[src/rtl/aurora_tx_pkg.sv]
// Shared types, defaults and width helpers for the Aurora TX feeder.
package aurora_tx_pkg;

   // Feeder FSM encoding.
   typedef enum logic [1:0] {
      StIdle   = 2'd0,
      StStream = 2'd1,
      StHold   = 2'd2
   } tx_state_e;

   localparam int unsigned DefBufDepth = 4;
   localparam int unsigned DefFrameLen = 16;

   // Width able to hold the values 0..depth (buffer occupancy).
   function automatic int unsigned occ_width(input int unsigned depth);
      return $clog2(depth + 1);
   endfunction

   // Width able to hold the values 0..n-1 (pointers, word counter); at least 1 bit.
   function automatic int unsigned idx_width(input int unsigned n);
      return (n > 1) ? $clog2(n) : 1;
   endfunction

endpackage

[src/rtl/tx_skid_fifo.sv]
// Small circular buffer between the FIFO read port and the Aurora TX stream.
// Head word is presented combinationally; it only changes on a pop.
module tx_skid_fifo
   import aurora_tx_pkg::*;
#(
   parameter int unsigned DATA_WIDTH = 32,
   parameter int unsigned BUF_DEPTH  = DefBufDepth
) (
   input  logic                                i_clk,
   input  logic                                i_rst,
   input  logic                                i_wr,
   input  logic [DATA_WIDTH-1:0]               i_wdata,
   input  logic                                i_pop,
   output logic [DATA_WIDTH-1:0]               o_head,
   output logic [occ_width(BUF_DEPTH)-1:0]     o_occ
);

   localparam int unsigned PtrW = idx_width(BUF_DEPTH);
   localparam int unsigned OccW = occ_width(BUF_DEPTH);

   logic [DATA_WIDTH-1:0] r_mem [BUF_DEPTH];
   logic [PtrW-1:0]       r_wr_ptr;
   logic [PtrW-1:0]       r_rd_ptr;
   logic [OccW-1:0]       r_occ;
   logic [PtrW-1:0]       w_wr_ptr_nxt;
   logic [PtrW-1:0]       w_rd_ptr_nxt;

   // Pointer increment with wrap at BUF_DEPTH (depth need not be a power of two).
   always_comb begin
      w_wr_ptr_nxt = (32'(r_wr_ptr) == BUF_DEPTH - 1) ? '0 : r_wr_ptr + 1'b1;
      w_rd_ptr_nxt = (32'(r_rd_ptr) == BUF_DEPTH - 1) ? '0 : r_rd_ptr + 1'b1;
   end

   // Storage array; contents need no reset since occupancy gates the head.
   always_ff @(posedge i_clk) begin
      if (i_wr) begin
         r_mem[r_wr_ptr] <= i_wdata;
      end
   end

   // Pointers and occupancy; simultaneous write and pop leaves occupancy unchanged.
   always_ff @(posedge i_clk) begin
      if (i_rst) begin
         r_wr_ptr <= '0;
         r_rd_ptr <= '0;
         r_occ    <= '0;
      end else begin
         if (i_wr) begin
            r_wr_ptr <= w_wr_ptr_nxt;
         end
         if (i_pop) begin
            r_rd_ptr <= w_rd_ptr_nxt;
         end
         case ({i_wr, i_pop})
            2'b10:   r_occ <= r_occ + 1'b1;
            2'b01:   r_occ <= r_occ - 1'b1;
            default: r_occ <= r_occ;
         endcase
      end
   end

   assign o_head = (r_occ != '0) ? r_mem[r_rd_ptr] : '0;
   assign o_occ  = r_occ;

endmodule

[src/rtl/fifo_to_aurora_tx.sv]
// Drains a latency-1 FIFO into the Aurora TX AXI4-Stream port as fixed-length frames.
// Reads are issued only against guaranteed buffer room, never against tready.
module fifo_to_aurora_tx
   import aurora_tx_pkg::*;
#(
   parameter int unsigned DATA_WIDTH = 32,
   parameter int unsigned FRAME_LEN  = DefFrameLen,
   parameter int unsigned BUF_DEPTH  = DefBufDepth,
   parameter int unsigned CNT_WIDTH  = 16
) (
   input  logic                  user_clk,
   input  logic                  reset_TX_RX_Block,
   input  logic                  channel_up,
   input  logic [DATA_WIDTH-1:0] fifo_dout,
   input  logic                  fifo_empty,
   output logic                  fifo_rd_en,
   output logic [DATA_WIDTH-1:0] s_axi_tx_tdata,
   output logic                  s_axi_tx_tvalid,
   output logic                  s_axi_tx_tlast,
   input  logic                  s_axi_tx_tready,
   output logic [CNT_WIDTH-1:0]  frames_sent,
   output logic                  tx_busy
);

   localparam int unsigned OccW = occ_width(BUF_DEPTH);
   localparam int unsigned WcW  = idx_width(FRAME_LEN);

   tx_state_e            r_state;
   tx_state_e            w_state_nxt;
   logic                 r_inflight;
   logic [WcW-1:0]       r_word_cnt;
   logic [CNT_WIDTH-1:0] r_frames;
   logic [OccW-1:0]      w_occ;
   logic                 w_room;
   logic                 w_rd_en;
   logic                 w_tvalid;
   logic                 w_tlast;
   logic                 w_pop;
   logic                 w_drained;

   // In-flight read counts against room so the buffer can never overflow.
   always_comb begin
      w_room  = (32'(w_occ) + 32'(r_inflight)) <= (BUF_DEPTH - 32'd1);
      w_rd_en = ~reset_TX_RX_Block & channel_up & ~fifo_empty & w_room;
   end

   tx_skid_fifo #(
      .DATA_WIDTH (DATA_WIDTH),
      .BUF_DEPTH  (BUF_DEPTH)
   ) u_buf (
      .i_clk   (user_clk),
      .i_rst   (reset_TX_RX_Block),
      .i_wr    (r_inflight),
      .i_wdata (fifo_dout),
      .i_pop   (w_pop),
      .o_head  (s_axi_tx_tdata),
      .o_occ   (w_occ)
   );

   // Stream handshake and framing decode; tlast only ever qualified by tvalid.
   always_comb begin
      w_tvalid  = (w_occ != '0);
      w_tlast   = w_tvalid & (32'(r_word_cnt) == FRAME_LEN - 1);
      w_pop     = w_tvalid & s_axi_tx_tready;
      w_drained = (w_occ == '0) & ~r_inflight & (r_word_cnt == '0);
   end

   // Read-in-flight flag, word-in-frame counter and completed-frame counter.
   always_ff @(posedge user_clk) begin
      if (reset_TX_RX_Block) begin
         r_inflight <= 1'b0;
         r_word_cnt <= '0;
         r_frames   <= '0;
      end else begin
         r_inflight <= w_rd_en;
         if (w_pop) begin
            if (w_tlast) begin
               r_word_cnt <= '0;
               r_frames   <= r_frames + 1'b1;
            end else begin
               r_word_cnt <= r_word_cnt + 1'b1;
            end
         end
      end
   end

   // FSM state register.
   always_ff @(posedge user_clk) begin
      if (reset_TX_RX_Block) begin
         r_state <= StIdle;
      end else begin
         r_state <= w_state_nxt;
      end
   end

   // FSM next state; a partial frame keeps the FSM out of IDLE until it completes.
   always_comb begin
      w_state_nxt = r_state;
      unique case (r_state)
         StIdle: begin
            if (channel_up & ~fifo_empty) w_state_nxt = StStream;
         end
         StStream: begin
            if (~channel_up)                  w_state_nxt = StHold;
            else if (fifo_empty & w_drained)  w_state_nxt = StIdle;
         end
         StHold: begin
            if (channel_up)      w_state_nxt = StStream;
            else if (w_drained)  w_state_nxt = StIdle;
         end
         default: w_state_nxt = StIdle;
      endcase
   end

   assign fifo_rd_en      = w_rd_en;
   assign s_axi_tx_tvalid = w_tvalid;
   assign s_axi_tx_tlast  = w_tlast;
   assign frames_sent     = r_frames;
   assign tx_busy         = (r_state != StIdle);

endmodule

[config.mk]
export PLATFORM = sky130hd
export DESIGN_NAME = fifo_to_aurora_tx
export DESIGN_NICKNAME = d
export VERILOG_FILES = /design/src/rtl/aurora_tx_pkg.sv /design/src/rtl/tx_skid_fifo.sv /design/src/rtl/fifo_to_aurora_tx.sv
export SDC_FILE = /design/constraint.sdc
export NUM_CORES = 1
export LEC_CHECK = 0
export CAP_MARGIN = 20
export CORE_ASPECT_RATIO = 0.75
export CORE_MARGIN = 4
export CORE_UTILIZATION = 45
export CTS_BUF_LIST = sky130_fd_sc_hd__clkbuf_8
export CTS_CLUSTER_SIZE = 24
export DETAILED_ROUTE_END_ITERATION = 10
export PLACE_DENSITY = 0.68
export SLEW_MARGIN = 25
export SYNTH_ARGS = -nofsm -noshare
export SYNTH_HDL_FRONTEND = slang
export SYNTH_HIERARCHICAL = 1
export SYNTH_SLANG_ARGS = --single-unit
[constraint.sdc]
create_clock -name user_clk -period 5.35 [get_ports user_clk]
set_input_delay 0.535 -clock user_clk [delete_from_list [all_inputs] [get_ports user_clk]]
set_output_delay 0.535 -clock user_clk [all_outputs]
set_load 0.05 [all_outputs]
==> key figures <==
Drt
  • Final wirelength: 12.5 mm
  • Routed length per instance: 18.8 µm
  • Starting DRC count in detailed routing: 329
  • Drt via density: 5.38
  • Length of the first detailed-routing pass in iterations: 4
  • Number of nets with antenna violations after detailed routing: 0
  • Vias: 3577
  • Remaining DRCs: 0

Synth
  • Proportion of synthesized chip area in sequential cells: 0.701
  • Synthesis warning total: 6
  • Syn_nets: 429
  • Syn_area_per_cell: 16.8 µm²
  • Synthesis-stage register bit count: 160
  • Number of unique standard cell types used by synthesis: 36
  • Netlist area before placement: 0.00640 mm²
  • Gate count of the mapped netlist: 382

Clock network
  • Deepest clock path buffer count: 2
  • Clock-pin slew of the registers on the worst-case setup and hold paths: 90 ps
  • Number of buffers inserted to repair setup after CTS: 0
  • Clock sink total: 160
  • Clock root cell: sky130_fd_sc_hd__clkbuf_8
  • Number of buffers created by CTS: 17
  • Level count of the clock H-tree: 4
  • Hold-fix buffers at CTS: 0
  • Resized cells post-CTS: 0
  • Worst-Skew Late Latency: 440 ps
  • CTS tree: built

GRT
  • Overall global routing resource usage: 0.162
  • Global routing's busiest layer: met2
  • Via count of the first global-routing pass: 3813
  • GRT met1 Usage: 0.215
  • Wire length of the first global-routing pass: 20.2 mm
  • Overflow after GRT: 0
  • Routing usage on met2: 0.262
  • Number of antenna violations at the first check in global routing: 0
  • Global Route met3 Usage: 0.0433
  • Pin count of the biggest net entering global routing: 34

Finish
  • Layout overhead on the synthesized area: 22.5%
  • Final cell count without fillers: 665
  • Number of fill cells: 1092
  • Layout Cell Area excl Fill: 0.00784 mm²
  • Leading cell types in the layout, fill and taps excluded: 128 x sky130_fd_sc_hd__edfxtp_1, 88 x sky130_fd_sc_hd__clkdlybuf4s50_1, 35 x sky130_fd_sc_hd__nor2b_1, 32 x sky130_fd_sc_hd__mux4_2, 30 x sky130_fd_sc_hd__dfxtp_1
  • Most frequent standard cell in the layout excluding fill and tap cells: sky130_fd_sc_hd__edfxtp_1
  • Layout cells sized above 1: 0.163
  • Antenna fix cells: 0
  • Core Util, Final: 0.566
  • Number of nets at the end of the flow: 524

STA
  • Minimum hold slack: 504 ps
  • Number of endpoints failing setup at the final stage: 0
  • Worst-case headroom to the max-slew limit: 0.364
  • Clock skew after layout: 19.6 ps
  • Aggregate negative setup slack: 0 ps
  • Minimum clock period after layout: 3610 ps
  • Setup repair after global routing missed its margin: no
  • Final-report hold violation count: 0
  • Final Max Tran Viols: 0
  • Highest clock rate: 277 MHz
  • Period utilisation layout: 0.674
  • Actual slew at the worst max-slew pin: 954 ps

Floorplan
  • Core Region: 0.0138 mm²
  • Number of top-level design ports: 89
  • Die extent in x: 146 µm
  • Starting density of the core: 0.462
  • Vertical extent of the die: 111 µm
  • Placement row count: 37
  • Die area: 0.0162 mm²

Worst setup path
  • CP arrival: 3070 ps
  • Critical register-to-register path startpoint: u_buf/o_occ[1]
  • Type of origin of the critical path: flip-flop
  • Reg2Reg Capture Point: u_buf/o_occ[2]
  • Endpoint kind of the worst setup timing path: output port
  • Cells on worst reg2reg path: 8
  • Worst EP required: 4820 ps
  • Register-to-register path setup slack: 2840 ps
  • Largest fanout on the critical path: 17
  • WS Path Type: reg2out

Run
  • Max-capacitance violation count: 0

Place
  • Post-place instance area: 0.00744 mm²
  • Detailed-placement wirelength estimate: 7.65 mm
  • Total placed cells including tap cells: 633
  • Number of port buffers: 88
  • Last weighted congestion value of the routability-driven placer: 0.736

Min path
  • Min-Delay Endpoint: r_state[0]
  • Hold Path Origin: r_state[1]
  • Min-Delay Path Class: reg2reg
  • Number of stages on the worst hold path: 1

Power
  • Cell leakage power: 0.00249 µW
  • Max VDD drop: 0.231 mV
  • Power Density: 425 mW/mm²

Outcome
  • Status: finished clean
[metrics by stage]
stage / setup WS [ps] / power (µW)
after CTS: 1620 / 3370
after floorplan: 2620 / 2170
final: 1740 / 3330
after detailed placement: 2130 / 2510
after global routing: 1450 / 3480
after global placement: 2120 / 2500
[area by class of cell]
class,instances,area [µm²],area share
Clock buffer,17,234,0.0298
Clock inverter,15,154,0.0196
Inverter,12,45.0,0.00575
Multi-Input combinational cell,195,1800,0.229
Sequential cell,160,4490,0.572
Tap cell,175,219,0.0279
Timing Repair Buffer,91,903,0.115
[where the power goes]
group	switching (µW)	leakage, µW	total (µW)	internal [µW]
registers	56.2	0.00142	1430	1370
clock network	474	0.000192	857	383
logic	656	0.000878	1040	387
total	1190	0.00249	3330	2140
[synthesized netlist by cell type (all sizes together)]
cell	instances	area share
or3	4	0.0039
nand2	9	0.0053
buf	9	0.011
edfxtp	128	0.60
a31o	1	0.0014
nor2b	35	0.034
a211oi	3	0.0035
nand3b	1	0.0012
nor2	24	0.014
inv	12	0.0070
dfxtp	32	0.10
nor4	6	0.0082
and2	5	0.0049
nor3b	2	0.0023
xor2	6	0.0082
nor4b	1	0.0014
nor3	3	0.0023
mux2i	2	0.0031
nand4	5	0.0049
nand3	9	0.0070
or4	1	0.0012
o21ai	5	0.0039
xnor2	5	0.0068
and4	1	0.0014
fa	1	0.0031
mux2	3	0.0053
clkbuf	6	0.0035
and3	3	0.0029
o31ai	1	0.0020
or2	1	0.00098
nand2b	4	0.0039
mux4	32	0.11
ha	9	0.018
a21oi	13	0.010
[registers in the layout (all words and copies together) (netlist names), named ones only]
register,count
frames_sent,16
u_buf/r_mem,128
u_buf/r_wr_ptr,2
u_buf/o_occ,3
r_state,2
u_buf/r_rd_ptr,2
r_word_cnt,4
r_inflight,1
[how the worst max path moves through the flow]
stage	endpoint	slack [ps]	startpoint	depth (start not counted)
after floorplan	fifo_rd_en	2620	reset_TX_RX_Block	2
after global placement	s_axi_tx_tdata[5]	2120	flip-flop	4
after detailed placement	s_axi_tx_tdata[2]	2130	flip-flop	4
after CTS	s_axi_tx_tdata[5]	1620	flip-flop	4
after global routing	s_axi_tx_tdata[9]	1450	flip-flop	4
final	s_axi_tx_tdata[5]	1740	flip-flop	4
[routing by layer]
| metal | routed length (µm) | share of wire |
|---|---|---|
| met1 | 5610 | 0.45 |
| met2 | 6220 | 0.50 |
| met3 | 507 | 0.041 |
| met4 | 161 | 0.013 |
| met5 | 0 | 0 |
[critical path, stage by stage, from the launching register on]
cell,delay (ps)
sky130_fd_sc_hd__dfxtp_2,730
sky130_fd_sc_hd__buf_4,440
sky130_fd_sc_hd__mux4_2,550
sky130_fd_sc_hd__nor2b_1,150
sky130_fd_sc_hd__clkdlybuf4s50_1,740
[kinds of logic after synthesis]
logic type | synth area share
multiplexers | 0.121
buffers and inverters | 0.0215
adder cells (fa/ha/maj) | 0.0207
AO/OA/AOI/OAI | 0.0209
XOR/XNOR | 0.0151
flip-flops | 0.701
AND/OR/NAND/NOR | 0.100
Power figures use the tool's default switching activity.
